--- config.mk ---
export PLATFORM = sky130hd
export DESIGN_NAME = ysyx_23060184_pc_unit
export DESIGN_NICKNAME = d
export VERILOG_FILES = /design/src/rtl/ysyx_23060184_pc_unit.sv
export SDC_FILE = /design/constraint.sdc
export NUM_CORES = 1
export LEC_CHECK = 0
export CORE_ASPECT_RATIO = 1.4
export CORE_MARGIN = 2
export CORE_UTILIZATION = 45
export CTS_BUF_LIST = sky130_fd_sc_hd__clkbuf_2 sky130_fd_sc_hd__clkbuf_4 sky130_fd_sc_hd__clkbuf_8
export DETAILED_ROUTE_END_ITERATION = 10
export PLACE_DENSITY = 0.74
export SYNTH_ARGS = -nofsm -noshare
export SYNTH_HDL_FRONTEND = slang
export SYNTH_SLANG_ARGS = --single-unit
--- constraint.sdc ---
create_clock -name clk -period 7.3 [get_ports clk]
set_clock_uncertainty 0.15 [all_clocks]
set_input_delay 1.825 -clock clk [delete_from_list [all_inputs] [get_ports clk]]
set_output_delay 1.825 -clock clk [all_outputs]
set_load 0.05 [all_outputs]
--- src/rtl/ysyx_23060184_pc_unit.sv ---
`default_nettype none
// ============================================================================
// Module      : ysyx_23060184_pc_unit
// Description : Program-counter unit for the multi-cycle core. Offers the
//               current PC to the IFU, waits for the EXU control-flow
//               result, then registers the next PC. It handles branches,
//               traps, MRET, misaligned-target redirection and a retire
//               counter.
// Revision    : 1.0 - initial release
// ============================================================================
module ysyx_23060184_pc_unit #(
  parameter int                    DATA_WIDTH    = 32,
  parameter int                    NPC_OP_LENGTH = 3,
  parameter logic [DATA_WIDTH-1:0] RESET_PC      = DATA_WIDTH'(32'h8000_0000)
) (
  input  logic                     clk,
  input  logic                     rst,
  output logic                     pc_valid,
  input  logic                     pc_ready,
  output logic [DATA_WIDTH-1:0]    pc,
  output logic                     exu_ready,
  input  logic                     exu_valid,
  input  logic [NPC_OP_LENGTH-1:0] npc_op,
  input  logic [31:0]              inst,
  input  logic [DATA_WIDTH-1:0]    alu_result,
  input  logic                     br_taken,
  input  logic [DATA_WIDTH-1:0]    mtvec,
  input  logic [DATA_WIDTH-1:0]    mepc,
  output logic                     misalign,
  output logic [DATA_WIDTH-1:0]    retire_cnt
);

  // Next-PC opcode encodings
  localparam logic [NPC_OP_LENGTH-1:0] c_op_jal    = NPC_OP_LENGTH'(1);
  localparam logic [NPC_OP_LENGTH-1:0] c_op_jalr   = NPC_OP_LENGTH'(2);
  localparam logic [NPC_OP_LENGTH-1:0] c_op_branch = NPC_OP_LENGTH'(3);
  localparam logic [NPC_OP_LENGTH-1:0] c_op_trap   = NPC_OP_LENGTH'(4);
  localparam logic [NPC_OP_LENGTH-1:0] c_op_mret   = NPC_OP_LENGTH'(5);

  typedef enum logic [1:0] {
    S_RESET = 2'd0,
    S_FETCH = 2'd1,
    S_EXEC  = 2'd2
  } state_e;

  state_e                  state_q, state_d;
  logic [DATA_WIDTH-1:0]   pc_q, pc_d;
  logic [DATA_WIDTH-1:0]   retire_cnt_q, retire_cnt_d;
  logic                    misalign_q, misalign_d;

  logic [DATA_WIDTH-1:0]   imm_j;
  logic [DATA_WIDTH-1:0]   imm_b;
  logic [DATA_WIDTH-1:0]   pc_plus4;
  logic [DATA_WIDTH-1:0]   trap_vec;
  logic [DATA_WIDTH-1:0]   target;
  logic                    check_align;
  logic                    misalign_hit;
  logic [DATA_WIDTH-1:0]   next_pc;

  // Instruction bits that carry no immediate information, the JALR LSB and
  // the mtvec mode bits are intentionally dropped.
  logic unused_bits;
  assign unused_bits = ^{inst[6:0], alu_result[0], mtvec[1:0]};

  // J-type and B-type immediates, sign-extended to the PC width
  assign imm_j = {{(DATA_WIDTH-21){inst[31]}}, inst[31], inst[19:12],
                  inst[20], inst[30:21], 1'b0};
  assign imm_b = {{(DATA_WIDTH-13){inst[31]}}, inst[31], inst[7],
                  inst[30:25], inst[11:8], 1'b0};
  assign pc_plus4 = pc_q + DATA_WIDTH'(4);
  assign trap_vec = {mtvec[DATA_WIDTH-1:2], 2'b00};

  // Raw target selection; only jumps and taken branches are alignment-checked
  always_comb begin
    target      = pc_plus4;
    check_align = 1'b0;
    case (npc_op)
      c_op_jal: begin
        target      = pc_q + imm_j;
        check_align = 1'b1;
      end
      c_op_jalr: begin
        target      = {alu_result[DATA_WIDTH-1:1], 1'b0};
        check_align = 1'b1;
      end
      c_op_branch: begin
        if (br_taken) begin
          target      = pc_q + imm_b;
          check_align = 1'b1;
        end
      end
      c_op_trap: target = trap_vec;
      c_op_mret: target = mepc;
      default:   target = pc_plus4;
    endcase
  end

  // A misaligned target redirects to the trap vector instead
  assign misalign_hit = check_align & target[1];
  assign next_pc      = misalign_hit ? trap_vec : target;

  // Next-state and datapath update; misalign defaults low so it only pulses
  always_comb begin
    state_d      = state_q;
    pc_d         = pc_q;
    retire_cnt_d = retire_cnt_q;
    misalign_d   = 1'b0;
    case (state_q)
      S_RESET: state_d = S_FETCH;
      S_FETCH: begin
        if (pc_ready) begin
          state_d = S_EXEC;
        end
      end
      S_EXEC: begin
        if (exu_valid) begin
          state_d      = S_FETCH;
          pc_d         = next_pc;
          retire_cnt_d = retire_cnt_q + DATA_WIDTH'(1);
          misalign_d   = misalign_hit;
        end
      end
      default: state_d = S_RESET;
    endcase
  end

  // State and architectural registers with asynchronous reset
  always_ff @(posedge clk or posedge rst) begin
    if (rst) begin
      state_q      <= S_RESET;
      pc_q         <= RESET_PC;
      retire_cnt_q <= '0;
      misalign_q   <= 1'b0;
    end else begin
      state_q      <= state_d;
      pc_q         <= pc_d;
      retire_cnt_q <= retire_cnt_d;
      misalign_q   <= misalign_d;
    end
  end

  assign pc_valid   = (state_q == S_FETCH);
  assign exu_ready  = (state_q == S_EXEC);
  assign pc         = pc_q;
  assign retire_cnt = retire_cnt_q;
  assign misalign   = misalign_q;

endmodule
`default_nettype wire

Word-level counts from Yosys, hierarchy flattened. Cells that the tools add are included.

Add/sub/neg operators: 4. Multiply operators: 0. Div/mod/pow operators: 0. Magnitude comparators: 0. Eq/ne operators: 9. Shift operators: 0. Multiplexer cells: 10. Bitwise operators: 1. Reductions and logical operators: 4.

Operators with widths (number): one-hot mux 32 bit (5 select lines) (1); adder 32 bit (2); two-way mux 32 bit (2); adder 32 x 1 -> 32 bit, second input constant (1); adder 32 x 3 -> 32 bit, second input constant (1); equality test 3 x 2 -> 1 bit, second input constant (2); equality test 3 bit, second input constant (2); one-hot mux 2 bit (3 select lines) (1); two-way mux 2 bit (2); inequality test 2 x 1 -> 1 bit, second input constant (2); AND reduction 2 bit (2); equality test 3 x 1 -> 1 bit, second input constant (1); two-way mux 1 bit (3); equality test 2 x 1 -> 1 bit, second input constant (1); equality test 2 bit, second input constant (1); logical NOT 2 bit (1); one-hot mux 1 bit (2 select lines) (1); OR reduction 2 bit (1); bitwise AND 1 bit (1).

Bits in registers: 67. Bits in latches: 0. Bits in writable memories: 0. ROM bits: 0. Input port bits: 136. Output and inout bits: 67. Word-level logic and storage cells: 32. Memories kept: 0.

Depth between registers and ports, before layout.
Depth after elaboration: 6. Gate-level depth with buffers: 15. Mapped depth without buffers: 11.

Worst setup path before layout. OpenSTA, ideal clock, no wires.

Path type: input to register. Start: in npc_op[1]. End: reg pc_q[30] (netlist: pc[30]). Setup time: 119 ps. Arrival: 4251 ps. Required time: 7031 ps. Setup slack: 2780 ps. Cell stages on the path: 12. Buffers on the path: 3. Cell sequence: buf_2 inv_1 buf_2 ha_1 clkbuf_1 inv_1 nor2_1 nor2_1 a2111oi_2 o221ai_1 or3_1 o21ba_1.

Longest elaborated chain between the ends: 5. Elaborated cells between the ends (all ways): 10. Classes of those cells: eq/ne: 5; mux: 3; bitwise: 1; reduce/logical: 1.

RTL lines: start: declaration (RTL line 23) `input logic [NPC_OP_LENGTH-1:0] npc_op,`; equality test 3 x 2 -> 1 bit / equality test 3 x 1 -> 1 bit (equally long branches) (RTL line 77) `case (npc_op)`; OR reduction 2 bit (no line); one-hot mux 1 bit (2 select lines) (RTL line 77); bitwise AND 1 bit (RTL line 99) `assign misalign_hit = check_align & target[1];`; two-way mux 32 bit * (RTL line 100) `assign next_pc = misalign_hit ? trap_vec : target;`; end signal: assignment (RTL line 136) `pc_q <= pc_d;`; end: declaration (RTL line 47) `logic [DATA_WIDTH-1:0] pc_q, pc_d;`.

Mark *: on every way between the ends. The rest lies on a longest branch, timed or not. A chain may end at the register's enable or synchronous reset.

Worst setup path after layout.
Start: in npc_op[1]. End: reg pc_q[26] (netlist: pc[26]).

The elaborated chain is that of the path after synthesis.

==> impl_metrics.yaml <==
logic_synthesis:
  postSynthAreaPerCell_um2: 7.670
  synthSimpleGateAreaFrac_pct: 22.82
  synthDominantAreaCellType: "dfrtp_1"
  yosysMostFrequentCell: "nand2_1"
  synthTopCellsByCount: "nand2_1, o21ai_0, a21oi_1"
  muxShareOfSynthArea_pct: 5.199
  synth_adder_area_share_pct: 7.659
  synth_cell_types: 86
  synth-xor-area-share_pct: 9.480
  synth_compound_area_share_pct: 29.61
  synthTopCellsByArea: "dfrtp_1, ha_1, xnor2_1"
  synth_warnings: 0
  synth_nets: 1232
  synth_top_area_share_pct: 20.55
  synth_seq_area_share_pct: 20.87
  ys.flop_type: "dfrtp_1"
  async_flop_share_pct: 100.0
  synth_area_um2: 8038
  synthCells: 1048
  synth_edf_count: 0
  synth_top_family_by_area: "compound AO/OA/AOI/OAI gates"
  synth.ff_latch_count: 67
clocking:
  cts_resized: 0
  htree_levels: 3
  clkLatencyLatePin_ns: 0.38
  root_buffer: "clkbuf_8"
  clock-sinks: 67
  clockBufferDepth: 2
  cts_setup_buffers: 0
  hold_buffers: 0
  cts_tree: "built"
  path_clk_slew_ns: 0.09
  cts_buffers: 9
layout:
  antenna_cells: 0
  drive_above_1_share_pct: 6.071
  fin_nets: 1398
  syn2layout_area_growth_pct: 29.05
route:
  post_drt_via_cell_ratio: 6.340
  drt-total-wl_um: 31840
  drcViolationCount: 0
  dr.pass1.iters: 6
  vias: 9225
  drtIter0Drc: 730
  ant_nets: 0
  post_drt_wl_per_cell_um: 21.88
sta:
  worst_pin_slew_ns: 1.239
  drv_slew: 0
  final.min_clock_period_ns: 5.649
  period_share_pct: 77.38
  clock.fmax_ghz: 0.1770
  tns_ns: 0
  rsz0062_at_grt: "no"
  hold_viol_final: 0
  slew_headroom_pct: 16.81
  finalSetupViolCount: 0
pwr:
  pwr-share-comb_pct: 69.9
  p_per_area_nw_per_um2: 329.3
  p_seq_share_pct: 19.6
  internal-power_mw: 1.552
  total_power_mw: 3.415
  clkPwrFrac_pct: 10.5
  vdd_drop_max_v: 0.0002080
  leakage_nw: 4.149
  p_switching_mw: 1.864
  netSwitchingFraction_pct: 54.57
worst_setup_path:
  start_kind: "input pin"
  cp.arrival_ns: 5.76
  crit_required_ns: 7.41
  cp-end-kind: "flip-flop"
  crit_type: "input pin to flip-flop"
  crit_fanout: 19
status:
  status: "complete, no violations"
grt:
  grt_pass1_vias: 9123
  grt_pass1_wl_um: 48810
  overflow: 0
  grt_antenna_before_repair: 0
  grt_max_degree: 68
  grtUsageTotal_pct: 33.50
floorplan:
  rows: 57
  io_pins: 203
  fp.dieW_um: 117.0
  coreArea_um2: 17400
  die_y_um: 162.1
  start_util_pct: 46.19
  die-area_um2: 18960
placed_design:
  gp_congestion: 1.064
  portBuffers: 192
  dp_hpwl_um: 23480
worst_hold_path:
  hold_class: "flip-flop to flip-flop"
run:
  maxCapViolCount: 0
[final timing paths]
path	start	end	slack, ns	cells after the start
worst max-delay path	npc_op[1]	pc[26]	1.65	12
worst min register to register	retire_cnt[31]	retire_cnt[31]	0.32	1
min in group asynchronous	rst	pc[25]	1.90	3
worst max register to register	pc[1]	pc[31]	3.40	10
worst min-delay path	retire_cnt[31]	retire_cnt[31]	0.32	1
max in group asynchronous	rst	pc[15]	4.46	3
[layout make-up]
| type | instances | area, µm² |
|---|---|---|
| Tap cell | 236 | 295.3 |
| Clock inverter | 7 | 81.33 |
| Timing Repair Buffer | 211 | 2059 |
| Multi-Input combinational cell | 895 | 6022 |
| Fill cell | 1635 | 7029 |
| Clock buffer | 9 | 123.9 |
| Sequential cell | 67 | 1678 |
| Inverter | 30 | 112.6 |
[routing by layer]
layer	global-route usage, %	part of all wire, %	vias up
met5	0	0	-
met4	20.86	6.9	0
met3	4.813	7.2	153
met2	57.51	49	477
met1	38.45	37	4318
li1	-	-	4277
[placed cells by master, fill, tap and decap left out, types with 6 or more instances in the layout]
master and instances:
a221o_1 9, clkbuf_8 9, o31ai_1 6, nor3_1 13, nor2_1 78, and2_1 6
or2_2 6, xor2_1 26, ha_1 46, or3_1 16, o221ai_1 15, nand2_1 114
a221oi_1 13, xnor2_1 61, a211o_1 6, o21a_1 11, o211ai_1 13, a21o_1 21
a21oi_1 80, inv_1 29, nor2b_1 12, buf_4 19, o21bai_1 8, clkdlybuf4s50_1 191
o22ai_1 7, mux2_2 6, o21ai_1 7, o21ai_0 84, nor4_1 9, a211oi_1 16
and4_1 8, mux2i_1 35, and3_1 9, nand2b_1 10, nand4_1 18, nand3_1 41
dfrtp_1 66, a31oi_1 7
[through the flow]
| stage | hold slack (ns) | utilization [%] | setup WS (ns) | cell area [µm²] | cells |
|---|---|---|---|---|---|
| after detailed placement | 0.3151 | 58.43 | 1.423 | 10170 | 1439 |
| after global routing | 0.3504 | 59.61 | 1.523 | 10370 | 1455 |
| final | 0.3230 | 59.61 | 1.651 | 10370 | 1455 |
| after floorplan | 0.3296 | - | 2.780 | 8038 | 1048 |
| after global placement | 0.3059 | 58.43 | 1.431 | 10170 | 1439 |
| after CTS | 0.3276 | 59.61 | 1.825 | 10370 | 1455 |
[worst max-delay path: stages]
cell	delay [ns]
clkdlybuf4s50_1	0.46
buf_4	0.24
inv_1	0.31
ha_1	0.42
buf_4	0.22
o21a_4	0.32
nand2_4	0.11
a21oi_4	0.19
nor2_1	0.93
o21ai_0	0.29
nor4_1	0.34
nor2_1	0.08
[flip-flops by register name, summed over array words and instances (netlist names)]
register and cells:
pc 32, retire_cnt 32, state_q 2, misalign 1
[kinds of logic after synthesis]
kind of cell | Yosys count
mux | 41
fa+ha+maj | 48
flops | 67
simple gates | 368
compound gates | 351
xor+xnor | 87
buf+inv | 86
[power groups by stage]
stage | Sequential (mW) | Combinational [mW] | Clock, mW
after floorplan | 0.922 | 1.40 | 0
after global placement | 0.676 | 2.33 | 0
after detailed placement | 0.674 | 2.34 | 0
after CTS | 0.667 | 2.35 | 0.359
after global routing | 0.689 | 2.57 | 0.376
final | 0.670 | 2.39 | 0.358
Note: power is estimated with default switching activity, not from simulation.
==> edit 1: new RTL, config.mk and constraints unchanged <==
Encoding of `state_e`: now one-hot (3 bits for 3 states).
--- a/src/rtl/ysyx_23060184_pc_unit.sv
+++ b/src/rtl/ysyx_23060184_pc_unit.sv
@@ -37,10 +37,10 @@
   localparam logic [NPC_OP_LENGTH-1:0] c_op_trap   = NPC_OP_LENGTH'(4);
   localparam logic [NPC_OP_LENGTH-1:0] c_op_mret   = NPC_OP_LENGTH'(5);
 
-  typedef enum logic [1:0] {
-    S_RESET = 2'd0,
-    S_FETCH = 2'd1,
-    S_EXEC  = 2'd2
+  typedef enum logic [2:0] {
+    S_RESET = 3'b001,
+    S_FETCH = 3'b010,
+    S_EXEC  = 3'b100
   } state_e;
 
   state_e                  state_q, state_d;
Formal check against the unedited RTL: same outputs for any inputs over 4 cycles, from zero or initial values and one cycle with rst high; so few cycles prove little.
==> edit 1 against the unedited design <==
- die area down 1.8%
- worst setup slack better by 0.17 ns
- via count fell by 2.2%
- sequential power shrank 3%
- sequential share of layout area is 0.49 points higher
- largest power group unchanged
- synthesized area decreased by 1.8%
- power shrank 13%
- sequential cell count rose by 1
- wire length is 3.8% lower
- design area fell by 1.4%
==> edit 1: results (changes against the unedited design) <==
Status
  – Outcome: complete, no violations

Timing
  – Worst Tran Pin Value: 1.11 ns (-0.132 ns)

Critical path
  – Crit-path slowest cell: clkdlybuf4s50_1
  – RR Startpoint: pc[1]
  – Crit Path Max Fanout: 23 (+4)
  – Worst Setup SP: inst[31]
  – Worst path max stage delay: 1.01 ns (+0.08 ns)
  – Worst path arrival time: 5.64 ns (-0.12 ns)

Logic synthesis
  – Synth area leaders: dfrtp_1, ha_1, a21oi_1, o21ai_0, xnor2_1
  – Syn nets: 1222 (-0.81%)
  – Ys flop type: dfrtp_1
  – Mean Syn Cell Area: 7.60 um^2 (-0.89%)
  – Sequential share of the synthesized area: 21.6% (+0.72 points)
  – Ys async rst share: 100% (unchanged)
  – Netlist cell types: 72 (-16%)
  – Synth warnings: 0 (unchanged)
  – Post-synth top cells: a21oi_1, o21ai_0, nand2_1, nor2_1, dfrtp_1

Drt
  – Detailed Route Iter0 Violations: 573 (-22%)
  – Avg WL per Cell: 21.2 um (-3.1%)
  – Via count: 9019 (-2.2%)
  – Via density: 6.25 (-1.5%)
  – First-pass iteration count of the detailed router: 5 (-1)

Clocking
  – Reg clk slew, reported paths: 0.08 ns
  – Inserted Clock Buffers: 9 (unchanged)
  – Maximum clock path buffer count: 2 (unchanged)
  – H-tree levels: 3 (unchanged)
  – Worst skew pair latency: 0.39 ns
  – Post-CTS Setup Repair Bufs: 0 (unchanged)
  – Root Driver: clkbuf_8
  – Post-CTS resize count: 0 (unchanged)

Worst hold path
  – Hold WC Path Type: reg -> reg
  – Hold path start: retire_cnt[31]

Placement
  – Gp weighted congestion: 1.05 (-1.4%)
  – Worst slack, placed: 1.53 ns (+0.103 ns)
  – HPWL after detailed placement: 23100 um (-1.7%)
  – I/O Buffers: 192 (unchanged)

Power and ir drop
  – Peak supply drop: 0.133 mV (-36%)
  – Leakage power: 4.19 nW (+1.0%)
  – Internal power: 1.40 mW (-9.6%)

GRT
  – First-pass GRT wire length: 46800 um (-4.0%)
  – Gr usage total: 32.5% (-0.96 points)
  – Initial antenna violation count: 0 (unchanged)
  – Vias in the first global route: 8845 (-3.0%)
  – Largest net degree at the start of global routing: 69 (+1.5%)

Final layout
  – Fill cells: 1694 (+3.6%)
  – Nets: 1387 (-0.79%)
  – Diodes inserted: 0 (unchanged)
  – Layout cells sized above 1: 5.22% (-0.86 points)
## edit 1: path summary, 6_finish.rpt
kind | end | cells past startpoint | slack, ns
worst min-delay path | retire_cnt[31] | 1 | 0.32
worst max-delay path | pc[28] | 11 | 1.82
worst min register to register | retire_cnt[31] | 1 | 0.32
min in group asynchronous | retire_cnt[7] | 3 | 1.94
worst max register to register | pc[25] | 10 | 3.36
max in group asynchronous | misalign | 3 | 4.46
## edit 1: kinds of logic after synthesis
| logic type | count (synthesis) | synth area share (%) |
|---|---|---|
| AOI/OAI and AO/OA | 374 | 30.7 |
| and+or+nand+nor | 338 | 20.8 |
| xor gates and xnor gates | 95 | 10.5 |
| buffers and inverters | 80 | 4.06 |
| DFF | 68 | 21.6 |
| adders and majority gates | 48 | 7.80 |
| muxes | 35 | 4.50 |
## edit 1: area by class of cell
| class | instances | area [um^2] | share of cell area [%] |
|---|---|---|---|
| multi-input cells | 890 | 5880 | 57.5 |
| repair buffers | 212 | 2070 | 20.2 |
| flip-flops and latches | 68 | 1700 | 16.7 |
| well taps | 236 | 295 | 2.89 |
| clock buffers | 9 | 124 | 1.21 |
| inverters | 22 | 82.6 | 0.808 |
| clock inverters | 7 | 75.1 | 0.734 |
## edit 1: per-layer routing
metal / global-route usage (%) / wire, um
met1: 38.3 / 11400
met2: 55.4 / 15000
met3: 6.15 / 2500
met4: 16.9 / 1680
met5: 0 / 0
## edit 1: power groups by stage
| stage | combinational [mW] | clock (mW) | sequential, mW |
|---|---|---|---|
| floorplan | 1.15 | 0 | 0.858 |
| detailed placement | 1.96 | 0 | 0.657 |
| finish | 2.00 | 0.334 | 0.653 |
| CTS | 1.97 | 0.337 | 0.652 |
| global route | 2.15 | 0.353 | 0.672 |
| global placement | 1.95 | 0 | 0.659 |
## edit 1: critical path: cells and delay by family
family | cells | cell delay, ns
AOI/OAI and AO/OA | 8 | 1.87
xor gates and xnor gates | 1 | 0.14
adders and majority gates | 1 | 0.76
buffers and inverters | 1 | 1.01
## edit 1: stage by stage
stage	hold WS, ns	area [um^2]	power [mW]
after floorplan	0.433	7890	2.01
after global placement	0.312	10000	2.61
after detailed placement	0.311	10000	2.62
after CTS	0.327	10200	2.96
after global routing	0.338	10200	3.17
final	0.323	10200	2.98
==> edit 2: new RTL, config.mk and constraints unchanged <==
Made on the original files. The parameter `DATA_WIDTH` goes from 32 to 40.
--- a/src/rtl/ysyx_23060184_pc_unit.sv
+++ b/src/rtl/ysyx_23060184_pc_unit.sv
@@ -9,7 +9,7 @@
 // Revision    : 1.0 - initial release
 // ============================================================================
 module ysyx_23060184_pc_unit #(
-  parameter int                    DATA_WIDTH    = 32,
+  parameter int                    DATA_WIDTH    = 40,
   parameter int                    NPC_OP_LENGTH = 3,
   parameter logic [DATA_WIDTH-1:0] RESET_PC      = DATA_WIDTH'(32'h8000_0000)
 ) (
Interface: changed (5 resized); port bits go from 203 to 243. The function was not compared with the original's and may differ.
==> edit 2 against the unedited design <==
- power grew 22%
- register-to-register slack lost 0.16 ns
- worst setup slack gained 0.17 ns
- wire length grew 35%
- synthesized area grew 22%
- die area grew 21%
- design area grew 21%
- critical endpoint is now pc[37]
- highest routed layer unchanged
- sequential cell count grew 16
- sequential share of layout area grew 0.32 points
- hold slack gained 0.023 ns
- critical path type unchanged
==> edit 2: results (changes against the unedited design) <==
Status
  – Outcome: complete, no violations

Timing
  – Slew headroom: 34.6% (+18 points)
  – FMAX: 182 MHz (+3.0%)
  – WHS: 0.346 ns (+0.0226 ns)

GRT
  – Gr usage total: 36.9% (+3.4 points)
  – GRT met1 Usage: 40.8% (+2.3 points)
  – First-pass GRT wire length: 64200 um (+32%)
  – GR Util met3: 5.91% (+1.1 points)
  – Met2 usage: 65.9% (+8.4 points)
  – Largest net degree at the start of global routing: 57 (-16%)

Power and ir drop
  – Internal power: 1.86 mW (+20%)
  – Peak supply drop: 0.238 mV (+14%)
  – Logic pwr share: 70.2% (+0.3 points)
  – Leakage power: 5.17 nW (+24%)
  – NetSw: 2.29 mW (+23%)
  – Sequential power share: 19.9% (+0.3 points)

Critical path
  – Worst Setup SP: npc_op[2]
  – Worst path arrival time: 5.62 ns (-0.14 ns)
  – Crit Path Max Fanout: 17 (-2)
  – Worst path max stage delay: 0.81 ns (-0.12 ns)
  – Crit-path slowest cell: clkdlybuf4s50_1
  – R2R cell count: 11 (+1)
  – Critical path capture point: pc[37]
  – Reg2reg setup slack: 3.24 ns (-0.16 ns)
  – FF-to-FF End: pc[25]
  – RR Startpoint: pc[2]

Logic synthesis
  – Sequential share of the synthesized area: 21.2% (+0.35 points)
  – Synth area leaders: dfrtp_1, ha_1, xnor2_1, a21oi_1, o21ai_0
  – Syn Inst Count: 1302 (+24%)
  – Post-synth top cells: a21oi_1, nand2_1, nor2_1, o21ai_0, dfrtp_1
  – Netlist cell types: 80 (-7.0%)
  – Syn nets: 1518 (+23%)

Drt
  – First-pass iteration count of the detailed router: 8 (+2)
  – Via density: 6.46 (+1.8%)
  – Avg WL per Cell: 24.4 um (+11%)
  – Final Routed Wirelength: 43000 um (+35%)
  – Detailed Route Iter0 Violations: 877 (+20%)
  – Met1 WL: 15400 um (+32%)
  – DR WL met2: 21600 um (+38%)
  – DR WL met3: 3270 um (+43%)
  – Highest layer used for signal routing: met4

Placement
  – Gp weighted congestion: 1.02 (-4.3%)
  – Placed cell areas: 12400 um^2 (+22%)
  – I/O Buffers: 232 (+21%)
  – HPWL after detailed placement: 32500 um (+38%)
  – Worst slack, placed: 1.44 ns (+0.0209 ns)

Clocking
  – Post-CTS Setup Repair Bufs: 0 (unchanged)
  – Worst skew pair latency: 0.40 ns (+0.02 ns)

Worst hold path
  – WHS Endpoint: retire_cnt[28]
  – Hold path start: retire_cnt[28]
  – Hold WC Path Type: reg -> reg

Final layout
  – Diodes inserted: 0 (unchanged)
  – Nets: 1715 (+23%)
  – Layout cells sized above 1: 5.85% (-0.22 points)
-- edit 2: changes by cell type after synthesis, sizes merged, moves of 14 or more --
cell | before | now
o21ai | 91 | 117
dfrtp | 66 | 82
nand4 | 18 | 33
nor2 | 79 | 112
a31oi | 7 | 21
nor3 | 17 | 38
a21oi | 84 | 118
clkbuf | 37 | 56
-- edit 2: critical path: cells and delay by family --
kind / cells / cell delay, ns
buffers and inverters: 2 / 1.08
AO/OA/AOI/OAI: 5 / 1.39
AND/OR/NAND/NOR: 4 / 1.31
-- edit 2: logic make-up after synthesis --
group,after synthesis,synth area share (%)
flip-flops,83,21.2
AO/OA/AOI/OAI,443,29.3
AND/OR/NAND/NOR,443,22.4
multiplexers,52,5.46
XOR/XNOR,107,9.57
adder cells (fa/ha/maj),56,7.31
buffers and inverters,118,4.77
-- edit 2: layout make-up --
class                   instances  area, um^2
flip-flops and latches         83        2080
fillers                      2062        8680
clock buffers                   9         124
well taps                     260         325
repair buffers                263        2550
inverters                      41         155
multi-input cells            1101        7260
clock inverters                 7         103
